[src/rtl/jpeg_block_sequencer.sv]
// Control FSM for the 8x8 JPEG encode datapath: block capture, row and
// column DCT passes with matched write-back timing, zigzag coefficient output.
module jpeg_block_sequencer #(
    parameter int DCT_LATENCY = 3,
    parameter int N           = 8
) (
    input  logic       clock,
    input  logic       reset_n,
    input  logic       blk_valid,
    output logic       blk_ready,
    output logic       input_enable,
    output logic       dct_start,
    output logic       dct_pass,
    output logic [2:0] dct_idx,
    output logic       dct_wr,
    output logic [2:0] dct_wr_idx,
    output logic       output_enable,
    output logic       out_valid,
    input  logic       out_ready,
    output logic       out_last,
    output logic [5:0] coef_idx,
    output logic       busy,
    output logic       blk_done
);

    typedef enum logic [1:0] {
        S_IDLE,
        S_ROW,
        S_COL,
        S_OUT
    } state_t;

    state_t                 r_state;
    logic [3:0]             r_cnt;
    logic [5:0]             r_coef;
    logic                   r_done;
    logic [DCT_LATENCY-1:0] r_pv;
    logic [2:0]             r_pidx [DCT_LATENCY];

    logic w_pass_act;
    logic w_start;
    logic w_wr;
    logic w_pass_end;
    logic w_hs;

    assign w_pass_act = (r_state == S_ROW) || (r_state == S_COL);
    assign w_start    = w_pass_act && (r_cnt < 4'(N));
    assign w_wr       = r_pv[DCT_LATENCY-1];
    // A pass ends only once its final result has been written back.
    assign w_pass_end = w_pass_act && !w_start && w_wr
                        && (r_pidx[DCT_LATENCY-1] == 3'(N-1));
    assign w_hs       = (r_state == S_OUT) && out_ready;

    always_ff @(posedge clock or negedge reset_n) begin
        if (!reset_n) begin
            r_state <= S_IDLE;
            r_cnt   <= '0;
            r_coef  <= '0;
            r_done  <= 1'b0;
            r_pv    <= '0;
            for (int i = 0; i < DCT_LATENCY; i++) begin
                r_pidx[i] <= '0;
            end
        end else begin
            r_done <= 1'b0;
            for (int i = DCT_LATENCY-1; i > 0; i--) begin
                r_pv[i]   <= r_pv[i-1];
                r_pidx[i] <= r_pidx[i-1];
            end
            r_pv[0]   <= w_start;
            r_pidx[0] <= r_cnt[2:0];

            unique case (r_state)
                S_IDLE: begin
                    if (blk_valid) begin
                        r_state <= S_ROW;
                        r_cnt   <= '0;
                    end
                end
                S_ROW, S_COL: begin
                    if (w_start) begin
                        r_cnt <= r_cnt + 4'd1;
                    end
                    if (w_pass_end) begin
                        r_cnt   <= '0;
                        r_state <= (r_state == S_ROW) ? S_COL : S_OUT;
                    end
                end
                S_OUT: begin
                    if (w_hs) begin
                        if (r_coef == 6'd63) begin
                            r_coef  <= '0;
                            r_state <= S_IDLE;
                            r_done  <= 1'b1;
                        end else begin
                            r_coef <= r_coef + 6'd1;
                        end
                    end
                end
                default: r_state <= S_IDLE;
            endcase
        end
    end

    assign blk_ready     = (r_state == S_IDLE);
    assign input_enable  = blk_valid && blk_ready;
    assign dct_start     = w_start;
    assign dct_pass      = (r_state == S_COL);
    assign dct_idx       = w_start ? r_cnt[2:0] : 3'd0;
    assign dct_wr        = w_wr;
    assign dct_wr_idx    = w_wr ? r_pidx[DCT_LATENCY-1] : 3'd0;
    assign out_valid     = (r_state == S_OUT);
    assign output_enable = w_hs;
    assign out_last      = out_valid && (r_coef == 6'd63);
    assign coef_idx      = r_coef;
    assign busy          = (r_state != S_IDLE);
    assign blk_done      = r_done;

endmodule

[config.mk]
export PLATFORM = sky130hd
export DESIGN_NAME = jpeg_block_sequencer
export DESIGN_NICKNAME = d
export VERILOG_FILES = /design/src/rtl/jpeg_block_sequencer.sv
export SDC_FILE = /design/constraint.sdc
export NUM_CORES = 1
export LEC_CHECK = 0
export ABC_CLOCK_PERIOD_IN_PS = 4900
export CAP_MARGIN = 20
export CORE_MARGIN = 3
export CORE_UTILIZATION = 51
export CTS_CLUSTER_DIAMETER = 150
export DETAILED_ROUTE_END_ITERATION = 8
export PLACE_DENSITY = 0.88
export SETUP_SLACK_MARGIN = 0.5
export SLEW_MARGIN = 30
export SYNTH_ARGS = -nofsm -noshare
export SYNTH_HDL_FRONTEND = slang
export SYNTH_SLANG_ARGS = --single-unit
export TNS_END_PERCENT = 20
[constraint.sdc]
create_clock -name clock -period 4.9 [get_ports clock]
set_input_delay 0.98 -clock clock [delete_from_list [all_inputs] [get_ports clock]]
set_output_delay 0.98 -clock clock [all_outputs]
set_load 0.1 [all_outputs]
==> tab_implementation.tex <==
\begin{tabular}{lr}
\hline
Metric & Value \\
\hline
\multicolumn{2}{l}{\textbf{Clock network}} \\
\quad Setup Fix Bufs, Post-CTS & 0 \\
\quad Quantity of hold-fixing buffers added after cts & 0 \\
\quad Clock edge transition at the registers on the reported setup and hold paths & 130 ps \\
\quad TritonCTS clock tree & done \\
\quad Resize count post-CTS & 0 \\
\quad Cts bufs inserted & 3 \\
\quad CTS H-tree depth & 1 \\
\quad Clock insertion delay at the later pin of the skew report & 300 ps \\
\quad Number of sinks handled by clock tree synthesis & 25 \\
\quad CTS max path bufs & 2 \\
\quad Root Driver & clkbuf\_4 \\
\multicolumn{2}{l}{\textbf{Setup path}} \\
\quad Data required, critical path & 3920 ps \\
\quad Kind of cell adding the most delay to the critical path & buffers and inverters \\
\quad Longest individual stage delay on the worst path & 1130 ps \\
\quad Crit Path Class & register to primary output \\
\quad Number of logic stages on the critical path including buffering & 5 \\
\quad Maximum fanout along the worst path & 9 \\
\quad Sort of element at the start of the critical path & register \\
\quad Crit-path slowest cell & clkdlybuf4s50\_1 \\
\quad Critical path arrival & 2860 ps \\
\quad Worst reg-to-reg path cell count & 6 \\
\quad Sort of element at the end of the critical path & primary output \\
\quad Count of buffer and inverter cells on the critical path & 2 \\
\quad Critical-path cell list & inv\_1 -> ha\_1 -> nor2b\_4 -> and2\_1 -> clkdlybuf4s50\_1 \\
\multicolumn{2}{l}{\textbf{Final layout}} \\
\quad NumNets Final & 136 \\
\quad Proportion of layout cells with a drive suffix above 1 & 0.0800 \\
\quad Layout overhead on the synthesized area & 25.5\% \\
\quad Diode insertion count for antenna repair & 0 \\
\quad Count of filler cells inserted in the layout & 165 \\
\multicolumn{2}{l}{\textbf{STA}} \\
\quad Tightest slew margin relative to the limit & 0.345 \\
\quad Fmax & 260 MHz \\
\quad Setup violations, final & 0 \\
\quad Sum of negative setup slack & 0 ps \\
\quad Transition time at the pin with the least slew margin & 979 ps \\
\quad RSZ-0062 raised after global routing & no \\
\quad Number of endpoints with negative hold slack in the final report & 0 \\
\quad Final critical-path required period & 3840 ps \\
\quad Worst clock skew & 3.59 ps \\
\quad Max Transition Viols Final & 0 \\
\quad Fin crit share & 0.784 \\
\multicolumn{2}{l}{\textbf{Global route}} \\
\quad Via count of the first global-routing pass & 760 \\
\quad First-pass GRT wire length & 3200 um \\
\quad Global Route Usage Sum & 0.158 \\
\quad GRT overflow & 0 \\
\quad Number of antenna violations at the first check in global routing & 0 \\
\quad Maximum number of pins on one net before global-route repair & 26 \\
\multicolumn{2}{l}{\textbf{Synth}} \\
\quad Synthesized area per cell & 11.2 sq um \\
\quad Share of cell area taken by muxes after synthesis & 0.0194 \\
\quad Dominant combinational cell family by area after synthesis & simple AND/OR/NAND/NOR gates \\
\quad Post-synthesis share of cell area spent on xor and xnor gates & 0.0160 \\
\quad Count of unique library cells instantiated by Yosys & 25 \\
\quad Synthesized-area fraction occupied by ao, oa, aoi and oai cells & 0.110 \\
\quad Net count after synthesis & 108 \\
\quad Synthesis Warnings & 0 \\
\quad Number of instances in the synthesized netlist & 98 \\
\quad Most frequently used flop master after synthesis & dfrtp\_1 \\
\quad Post-synthesis sequential area ratio & 0.571 \\
\quad Number of enable flip-flop cells after synthesis & 0 \\
\quad Synthesized-area fraction occupied by adder cells & 0.0685 \\
\quad Synthesized area & 1100 sq um \\
\quad Simple-gate area share of the yosys netlist & 0.168 \\
\quad Total of flip-flops plus latches after synthesis & 25 \\
\quad Synth async-reset ratio & 1.00 \\
\multicolumn{2}{l}{\textbf{Floorplanning}} \\
\quad Core area & 2000 sq um \\
\quad Starting Density & 0.547 \\
\quad Number of primary I/O pins & 26 \\
\quad Die outline width & 52.4 um \\
\quad Overall die height & 52.4 um \\
\quad Cell row count & 16 \\
\quad Area of the die & 2740 sq um \\
\multicolumn{2}{l}{\textbf{Routing}} \\
\quad Vias per std cell & 5.30 \\
\quad \# DRC & 0 \\
\quad Detailed-router iteration count before antenna repair & 4 \\
\quad Post-route ant nets & 0 \\
\quad Via Count & 805 \\
\quad Final WL & 1970 um \\
\quad Routed WL per cell & 12.9 um \\
\quad DR iter-0 viols & 6 \\
\multicolumn{2}{l}{\textbf{Place}} \\
\quad Detailed placer's ending HPWL & 1480 um \\
\quad Routability cong. & 0.818 \\
\quad Count of buffers inserted at the top-level ports & 25 \\
\multicolumn{2}{l}{\textbf{Run}} \\
\quad \# Max-Cap Violations & 0 \\
\multicolumn{2}{l}{\textbf{Worst hold path}} \\
\quad Cell depth of the worst min-delay path & 0 \\
\quad Hold WC Path Type & register to register \\
\multicolumn{2}{l}{\textbf{Status}} \\
\quad Run status & finished, final reports clean \\
\hline
\end{tabular}
-- path summary, 6_finish.rpt --
path                             from    endpoint  slack, ps
min in group asynchronous     reset_n    r_cnt[0]        640
min reg2reg                 r_pidx[8]   r_pidx[5]        360
max in group asynchronous     reset_n  r_state[0]       3910
max                        r_state[0]  dct_idx[1]       1060
max reg2reg                r_state[0]  r_state[0]       3210
min                         r_pidx[8]   r_pidx[5]        360
-- cell families (layout without fill, tap and decap cells) --
kind of cell,after synthesis,count (layout)
compound gates,18,18
xor+xnor,2,2
fa+ha+maj,6,6
buf+inv,10,37
flops,25,25
mux,2,2
simple gates,35,35
-- flip-flops by register name, summed over array words and instances, names as in the netlist --
name and count:
r_pv 3, r_cnt 4, r_state 2, r_pidx 9, blk_done 1, coef_idx 6
-- synthesized netlist by cell type (all sizes together), types with 2 or more instances --
| cell type | number | share of area |
|---|---|---|
| dfrtp | 25 | 0.57 |
| nand2 | 10 | 0.034 |
| and2 | 9 | 0.051 |
| inv | 8 | 0.027 |
| ha | 6 | 0.068 |
| o21ai | 6 | 0.027 |
| nand3 | 5 | 0.023 |
| a21oi | 4 | 0.018 |
| nor2 | 4 | 0.014 |
| a31oi | 2 | 0.011 |
| a41o | 2 | 0.018 |
| and3 | 2 | 0.011 |
| buf | 2 | 0.021 |
| nor2b | 2 | 0.018 |
| xnor2 | 2 | 0.016 |
-- routing by layer --
layer  up-vias  wire length [um]  GRT usage
met5         -                 0          0
met4         0                23     0.0681
met3         2                99     0.0342
met2        30               999      0.279
met1       386               842      0.182
li1        387                 -          -
-- final cells by class --
| cell class | count | area [sq um] | share of cell area |
|---|---|---|---|
| sequential | 25 | 626 | 0.455 |
| timing repair buffer | 25 | 240 | 0.175 |
| multi-input combinational | 63 | 418 | 0.304 |
| inverter | 8 | 30.0 | 0.0218 |
| tap | 27 | 33.8 | 0.0246 |
| clock buffer | 3 | 22.5 | 0.0164 |
| clock inverter | 1 | 5.00 | 0.00364 |
-- metrics by stage --
step	instance area, sq um	instances	util	hold slack, ps	setup slack, ps
2_1_floorplan	1100	98	-	331	992
3_3_place_gp	1350	148	0.676	333	1540
3_5_place_dp	1350	148	0.673	336	1420
4_1_cts	1380	152	0.687	365	1070
5_1_grt	1380	152	0.687	373	939
6_report	1380	152	0.687	361	1060
-- cells in the final DEF, fill, tap and decap left out, drive strengths merged, types with 3 or more instances in the layout --
cell type | Yosys | final
and2 | 9 | 9
o21ai | 6 | 6
dfrtp | 25 | 25
buf | 2 | 3
ha | 6 | 6
inv | 8 | 8
nand3 | 5 | 5
clkbuf | 0 | 3
nor2 | 4 | 4
clkdlybuf4s50 | 0 | 22
nand2 | 10 | 10
a21oi | 4 | 4
Power is not shown: default switching activity piles up to over one toggle a cycle in this logic, so the estimate is an artifact.
